File: src/rtl/param_fifo.sv
// Synchronous FIFO with registered count, level flags and overflow/underflow pulses.
// Define PARAM_FIFO_FWFT_EN for first-word-fall-through output (read latency 0).
module param_fifo #(
    parameter int WIDTH    = 8,
    parameter int DEPTH    = 32,
    parameter int AF_LEVEL = 28,
    parameter int AE_LEVEL = 4
) (
    input  logic                     clk,
    input  logic                     rst,
    input  logic                     wr,
    input  logic [WIDTH-1:0]         data_in,
    input  logic                     rd,
    output logic [WIDTH-1:0]         data_out,
    output logic                     full,
    output logic                     empty,
    output logic                     almost_full,
    output logic                     almost_empty,
    output logic [$clog2(DEPTH):0]   count,
    output logic                     overflow,
    output logic                     underflow
);

    localparam int AW = $clog2(DEPTH);
    localparam int CW = AW + 1;
    localparam logic [CW-1:0] DEPTH_C = CW'(DEPTH);
    localparam logic [CW-1:0] AF_C    = CW'(AF_LEVEL);
    localparam logic [CW-1:0] AE_C    = CW'(AE_LEVEL);

    logic [WIDTH-1:0] mem [DEPTH];

    logic [AW-1:0] wr_ptr_q, wr_ptr_d;
    logic [AW-1:0] rd_ptr_q, rd_ptr_d;
    logic [CW-1:0] count_q, count_d;
    logic          overflow_q, underflow_q;
    logic          wr_acc, rd_acc;

    // Acceptance uses the flags from the previous edge, so a full FIFO
    // can still read and an empty FIFO can still write in the same cycle.
    assign full         = (count_q == DEPTH_C);
    assign empty        = (count_q == '0);
    assign almost_full  = (count_q >= AF_C);
    assign almost_empty = (count_q <= AE_C);
    assign count        = count_q;
    assign overflow     = overflow_q;
    assign underflow    = underflow_q;

    assign wr_acc = wr && !full;
    assign rd_acc = rd && !empty;

    always_comb begin
        wr_ptr_d = wr_ptr_q;
        rd_ptr_d = rd_ptr_q;
        count_d  = count_q;
        if (wr_acc) wr_ptr_d = wr_ptr_q + AW'(1);
        if (rd_acc) rd_ptr_d = rd_ptr_q + AW'(1);
        case ({wr_acc, rd_acc})
            2'b10:   count_d = count_q + CW'(1);
            2'b01:   count_d = count_q - CW'(1);
            default: count_d = count_q;
        endcase
    end

    always_ff @(posedge clk) begin
        if (rst) begin
            wr_ptr_q    <= '0;
            rd_ptr_q    <= '0;
            count_q     <= '0;
            overflow_q  <= 1'b0;
            underflow_q <= 1'b0;
        end else begin
            wr_ptr_q    <= wr_ptr_d;
            rd_ptr_q    <= rd_ptr_d;
            count_q     <= count_d;
            overflow_q  <= wr && full;
            underflow_q <= rd && empty;
        end
    end

    // Storage is never cleared; stale words are unreachable once pointers reset.
    always_ff @(posedge clk) begin
        if (!rst && wr_acc) mem[wr_ptr_q] <= data_in;
    end

`ifdef PARAM_FIFO_FWFT_EN
    assign data_out = empty ? '0 : mem[rd_ptr_q];
`else
    logic [WIDTH-1:0] data_out_q;

    always_ff @(posedge clk) begin
        if (rst)         data_out_q <= '0;
        else if (rd_acc) data_out_q <= mem[rd_ptr_q];
    end

    assign data_out = data_out_q;
`endif

endmodule

File: config.mk
export PLATFORM = sky130hd
export DESIGN_NAME = param_fifo
export DESIGN_NICKNAME = d
export VERILOG_FILES = /design/src/rtl/param_fifo.sv
export SDC_FILE = /design/constraint.sdc
export NUM_CORES = 1
export LEC_CHECK = 0
export ABC_AREA = 1
export BUFFER_PORTS_ARGS = -buffer_cell sky130_fd_sc_hd__clkbuf_2
export CAP_MARGIN = 10
export CORE_MARGIN = 2
export CORE_UTILIZATION = 40
export CTS_BUF_LIST = sky130_fd_sc_hd__clkbuf_8 sky130_fd_sc_hd__clkbuf_16
export DETAILED_ROUTE_END_ITERATION = 8
export GPL_TIMING_DRIVEN = 0
export SLEW_MARGIN = 30
export SYNTH_ARGS = -nofsm -noshare
export SYNTH_HDL_FRONTEND = slang
export SYNTH_SLANG_ARGS = --single-unit
File: constraint.sdc
create_clock -name clk -period 3.15 [get_ports clk]
set_input_delay 0.63 -clock clk [delete_from_list [all_inputs] [get_ports clk]]
set_output_delay 0.63 -clock clk [all_outputs]
set_load 0.01 [all_outputs]
==> flow_summary_export.csv, run 1 <==
group,metric,value,unit
cells_and_area,multi_input_area,3120,um^2
die,initial_utilization,40.7,%
clock_tree,cts_inserted_buffers,29,
synth,yosysTopAreaCell,"edfxtp_1",
hold_path,hold_path_class,"in2reg",
power_and_ir_drop,powerDensity,736,nW/um^2
synth,ys_dominant_reg_cell,"edfxtp_1",
global_routing,grt_busiest_layer,"met2",
drt,ant_nets,0,
synth,synthArstFlopShare,0,%
critical_path,cp_data_required_time,3.59,ns
drt,drcViolationCount,0,
power_and_ir_drop,power_frac_comb,24.5,%
sta,period_needed,2.65,ns
global_routing,grt.met1_usage,27.3,%
clock_tree,ctsHoldBuffers,0,
drt,wl_per_cell,18.7,um
global_routing,use_met3,3.26,%
global_routing,grt_pass1_vias,7955,
sta,hold_ws,0.310,ns
sta,min_period_over_period,84.0,%
clock_tree,cts.sinks,282,
cells_and_area,area_growth,12.8,%
die,rows,63,
placed_design,port_buffers,30,
clock_tree,clkTransAtPathRegs,0.06,ns
synth,yosys-top-cells-count,"364 x nand2_1, 256 x edfxtp_1, 163 x nand3_1",
global_routing,grt_usage,19.9,%
placed_design,dp_hpwl,20500,um
cells_and_area,fillCellCount,2788,
global_routing,grt_start_max_net_pins,33,
power_and_ir_drop,clock_power_share,32.9,%
synth,ys_ff_latch,282,
hold_path,min_to,"underflow",
sta,tns,0,ns
clock_tree,post_cts_buffers,0,
clock_tree,cts_tree,"built",
global_routing,grt_use_met2,32.4,%
drt,routed_via_density,5.01,
synth,avgSynthCellArea,10.3,um^2
critical_path,rr_startpoint,"count[1]",
critical_path,setup.worst_path.start_class,"flip-flop",
synth,netlist_area,12100,um^2
die,io_pins,32,
drt,num_vias,8261,
sta,hold_viol_final,0,
synth,synth_nets,1203,
sta,worstMarginPinSlew,0.895,ns
power_and_ir_drop,intPower,6.84,mW
placed_design,post-place-ws,0.533,ns
drt,dr.pass1.iters,5,
sta,slew_headroom,40.1,%
die,fp.dieW,178,um
synth,synth_top_cells_by_area,"edfxtp_1 64%, nand2_1 11%, nand3_1 6.7%",
cells_and_area,seq_area,8210,um^2
clock_tree,htreeDepth,1,
power_and_ir_drop,p_leak,5.46,nW
critical_path,worst-endpoint-arrival,3.08,ns
flow_run,cap_violations,0,
global_routing,grt_antenna_before_repair,0,
synth,synth_top_cell_area_share,63.5,%
cells_and_area,nets,1264,
critical_path,worstSetupPathType,"reg2reg",
power_and_ir_drop,sequentialPowerShare,42.6,%
critical_path,regToRegEndpoint,"count[4]",
die,fp.dieArea,31700,um^2
critical_path,cp_max_fo,10,
clock_tree,cts_resized,0,
clock_tree,clockRootBuffer,"clkbuf_16",
power_and_ir_drop,p_sw,3.21,mW
critical_path,reg2reg_depth,13,
clock_tree,clk_latency,0.54,ns
sta,grt_setup_unrepaired,"no",
sta,worst_slack,0.504,ns
global_routing,grt-ovfl-total,0,
sta,setup_viol_count_final,0,
die,core,29700,um^2
cells_and_area,diodes,0,
critical_path,end_kind,"flip-flop",
global_routing,grt_pass1_wl,46500,um
synth,synth.distinct_cells,26,
critical_path,crit_start,"count[1]",
hold_path,hold_depth,3,
die,die_h,178,um
synth,synth_edf_count,256,
synth,syn_inst,1180,
status,status,"completed",
sta,maxSlewViolCount,0,
power_and_ir_drop,max-vdd-ir-drop,0.409,mV
critical_path,r2r_slack,0.50,ns
cells_and_area,drive_gt1_share,10.2,%
hold_path,min_from,"rd",
power_and_ir_drop,switching_share,31.9,%
sta,max_freq,378,MHz
sta,fin_skew,0.0110,ns
synth,synth_most_common_cell,"nand2_1",
placed_design,place_congestion,0.883,
cells_and_area,post-route-util,45.9,%
synth,yosysWarnings,0,
drt,drt_iter0_markers,750,
synth,ys_seq_area_share,67.8,%
drt,routed_wl,30800,um
clock_tree,clk_path_buf_depth,3,
worst max path at each step:
| stage | end | depth (start not counted) | slack, ns |
|---|---|---|---|
| final | count[4] | 13 | 0.50 |
| after global routing | count[5] | 15 | 0.21 |
| after CTS | count[5] | 15 | 0.53 |
| after detailed placement | count[4] | 10 | 0.53 |
| after global placement | count[4] | 10 | 0.53 |
| after floorplan | count[4] | 14 | 0.88 |
stage by stage:
step / area [um^2] / cells / total power, mW
floorplan: 12100 / 1180 / 5.93
global placement: 12700 / 1600 / 6.78
detailed placement: 12700 / 1600 / 6.80
CTS: 13700 / 1650 / 10.1
global route: 13700 / 1650 / 10.5
finish: 13700 / 1650 / 10.0
layer usage:
metal | wire length [um] | vias up
li1 | - | 4021
met3 | 2050 | 54
met5 | 0 | -
met1 | 13400 | 3919
met2 | 14400 | 267
met4 | 901 | 0
logic make-up (layout without fill, tap and decap cells):
family                   count (synthesis)  in the layout  share of synthesized area, %
AO/OA/AOI/OAI                           64             64                          2.69
XOR/XNOR                                 5              5                         0.362
adder cells (fa/ha/maj)                 11             11                          1.20
buffers and inverters                  189            269                          6.44
flip-flops                             282            282                          67.8
AND/OR/NAND/NOR                        629            629                          21.5
final cells by class:
class                      count  share of cell area, %
buffer                        54                   2.00
multi-input combinational    709                   22.8
tap                          390                   3.57
sequential                   282                   60.1
inverter                     135                   3.71
clock inverter                21                   1.36
timing repair buffer          30                   1.10
clock buffer                  29                   5.32
sequential cells by signal (all words and copies together) (netlist names):
name	cells
count	6
data_out	8
mem	256
overflow	1
rd_ptr_q	5
underflow	1
wr_ptr_q	5
cell usage in the layout, fill, tap and decap left out, types with 8 or more instances in the layout:
| cell type | netlist | routed |
|---|---|---|
| clkbuf_2 | 0 | 30 |
| clkbuf_16 | 0 | 29 |
| dfxtp_1 | 26 | 26 |
| a21oi_1 | 40 | 40 |
| clkbuf_1 | 8 | 8 |
| inv_1 | 127 | 128 |
| nor2_1 | 90 | 90 |
| ha_1 | 10 | 10 |
| clkinv_2 | 0 | 9 |
| edfxtp_1 | 256 | 256 |
| o21ai_0 | 22 | 22 |
| nand3_1 | 163 | 163 |
| nand2_1 | 364 | 364 |
| buf_2 | 35 | 35 |
worst max-delay path, stage by stage (launching register included):
cell and delay (ns):
dfxtp_1 0.42, nor2_1 0.08, nand2_1 0.06, nor2_1 0.05, nand2_1 0.10, nand2_1 0.18
inv_2 0.25, ha_1 0.37, inv_1 0.09, fa_1 0.42, o21ai_0 0.23, xor2_1 0.09
o21ai_0 0.14, inv_1 0.05
power by group through the flow:
stage,sequential (mW),combinational (mW),clock [mW]
after CTS,4.28,2.46,3.35
after global placement,4.35,2.43,0
after detailed placement,4.35,2.45,0
final,4.28,2.46,3.31
after global routing,4.29,2.74,3.52
after floorplan,4.36,1.57,0
No activity file was read; power rests on OpenSTA's default activity.
==> run 2, diff against run 1 <==
==> constraint.sdc (replaced) <==
create_clock -name clk -period 2.4 [get_ports clk]
set_input_delay 0.48 -clock clk [delete_from_list [all_inputs] [get_ports clk]]
set_output_delay 0.48 -clock clk [all_outputs]
set_load 0.01 [all_outputs]
==> flow_summary_export.csv, run 2 (same netlist as run 1, synthesis figures left out) <==
group,metric,value,unit
status,status,"completed",
cells_and_area,mostFrequentLayoutCell,"nand2_1",
drt,drt_iter0_markers,751,
drt,ant_nets,0,
die,rows,63,
critical_path,critical_path.top_delay_family,"simple AND/OR/NAND/NOR gates",
power_and_ir_drop,max-vdd-ir-drop,0.522,mV
cells_and_area,nets,1268,
cells_and_area,seq_area,8210,um^2
hold_path,min_from,"rd",
sta,worstMarginPinSlew,0.882,ns
hold_path,min_to,"underflow",
drt,dr.pass1.iters,6,
clock_tree,cts.sinks,282,
hold_path,hold_depth,3,
drt,drcViolationCount,0,
critical_path,slowest_stage,"nor2_2",
critical_path,end_kind,"flip-flop",
die,io_pins,32,
clock_tree,clkTransAtPathRegs,0.06,ns
flow_run,cap_violations,0,
cells_and_area,fillCellCount,2773,
global_routing,grt_usage,19.9,%
clock_tree,cts_inserted_buffers,29,
placed_design,port_buffers,30,
die,core,29700,um^2
sta,tns,0,ns
sta,hold_ws,0.173,ns
global_routing,grt-ovfl-total,0,
critical_path,path_cells,"nor2_1, nand3_1, inv_2, nor2_4, inv_4, nor2_4, nand2_2, nor2_2",
placed_design,dp_hpwl,20500,um
cells_and_area,largest_register_ffs,256,
global_routing,grt_pass1_vias,7964,
critical_path,reg2reg_depth,8,
drt,routed_via_density,5.02,
sta,setup_viol_count_final,0,
clock_tree,ctsHoldBuffers,0,
critical_path,setup.worst_path.start_class,"flip-flop",
power_and_ir_drop,p_leak,5.47,nW
cells_and_area,drive_gt1_share,13.9,%
sta,min_period_over_period,95.9,%
drt,num_vias,8295,
hold_path,hold_path_class,"in2reg",
clock_tree,htreeDepth,1,
drt,routed_wl,31000,um
sta,fin_skew,0.00961,ns
sta,max_freq,434,MHz
critical_path,rr_startpoint,"count[2]",
power_and_ir_drop,powerDensity,962,nW/um^2
critical_path,worstSetupPathType,"reg2reg",
drt,wl_per_cell,18.7,um
cells_and_area,largest_register,"mem",
placed_design,place_congestion,0.883,
critical_path,cp_data_required_time,2.58,ns
critical_path,worst-endpoint-arrival,2.48,ns
sta,maxSlewViolCount,0,
critical_path,cp_common_cell,"nor2_4",
critical_path,path_buf_inv,2,
die,fp.dieArea,31700,um^2
die,initial_utilization,40.7,%
die,fp.dieW,178,um
cells_and_area,area_growth,14.3,%
clock_tree,cts_tree,"built",
global_routing,grt_antenna_before_repair,0,
critical_path,r2r_slack,0.1,ns
clock_tree,clk_path_buf_depth,3,
clock_tree,clockRootBuffer,"clkbuf_16",
global_routing,grt_pass1_wl,46700,um
cells_and_area,layout_common_cells,"363 x nand2_1, 256 x edfxtp_1, 163 x nand3_1, 128 x inv_1, 57 x nor2_1",
cells_and_area,multi_input_area,3260,um^2
critical_path,slowest_delay,0.51,ns
sta,period_needed,2.30,ns
sta,grt_setup_unrepaired,"yes",
global_routing,grt_start_max_net_pins,33,
die,die_h,178,um
critical_path,regToRegEndpoint,"mem[5][1]",
sta,slew_headroom,41.2,%
clock_tree,clk_latency,0.54,ns
critical_path,cp_max_fo,8,
sta,hold_viol_final,0,
cells_and_area,diodes,0,
## run 2: cell count changes in the layout (fill, tap and decap cells not counted), sizes merged
cell,before,now
buf,46,50
## run 2: worst max-delay path by stage
stage / cells after the start / start / slack, ns / to
2_1_floorplan: 14 / count[0] / 0.13 / count[4]
3_3_place_gp: 13 / count[1] / -0.20 / count[4]
3_5_place_dp: 13 / count[1] / -0.20 / count[4]
4_1_cts: 10 / count[1] / -0.06 / mem[17][6]
5_1_grt: 16 / count[3] / -0.08 / count[5]
6_report: 8 / count[2] / 0.1 / mem[5][1]
## run 2: worst reg2reg max path, cell delays in order (launching register included)
cell and delay, ns:
dfxtp_1 0.46, nor2_1 0.11, nand3_1 0.11, inv_2 0.06, nor2_4 0.18, inv_4 0.08
nor2_4 0.15, nand2_2 0.27, nor2_2 0.52
## run 2: report_power, final
group          switching (mW)  internal [mW]
Clock                    1.83           2.51
Combinational            2.29           1.05
Sequential              0.131           5.50
## run 2: cell type report
type,instances,area share (%)
plain buffers,54,1.97
clock buffers,29,5.25
clock inverters,21,1.34
inverters,135,3.70
multi-input cells,709,23.6
flip-flops and latches,282,59.4
well taps,390,3.53
repair buffers,34,1.30
## run 2: what timing repair did
action                     in CTS  in global routing
pin swaps                       1                  1
gates resized for setup        13                 36
setup buffers                   1                  3
setup endpoints to repair     116                197
## run 2: per-layer routing
metal,wire [um],global-route usage (%)
met5,0,0
met1,13500,27.4
met2,14600,32.4
met3,1990,3.26
met4,876,6.42
## run 2: stage by stage
step                      worst slack, ns  total power [mW]  util, %  cells  cell area [um^2]
after floorplan                     0.127              7.79        -   1180             12100
after global placement             -0.201              8.90     42.9   1600             12700
after global routing              -0.0818              14.0     46.6   1654             13800
final                              0.0976              13.3     46.6   1654             13800
after detailed placement           -0.201              8.93     42.9   1600             12700
after CTS                         -0.0628              13.3     46.1   1651             13700
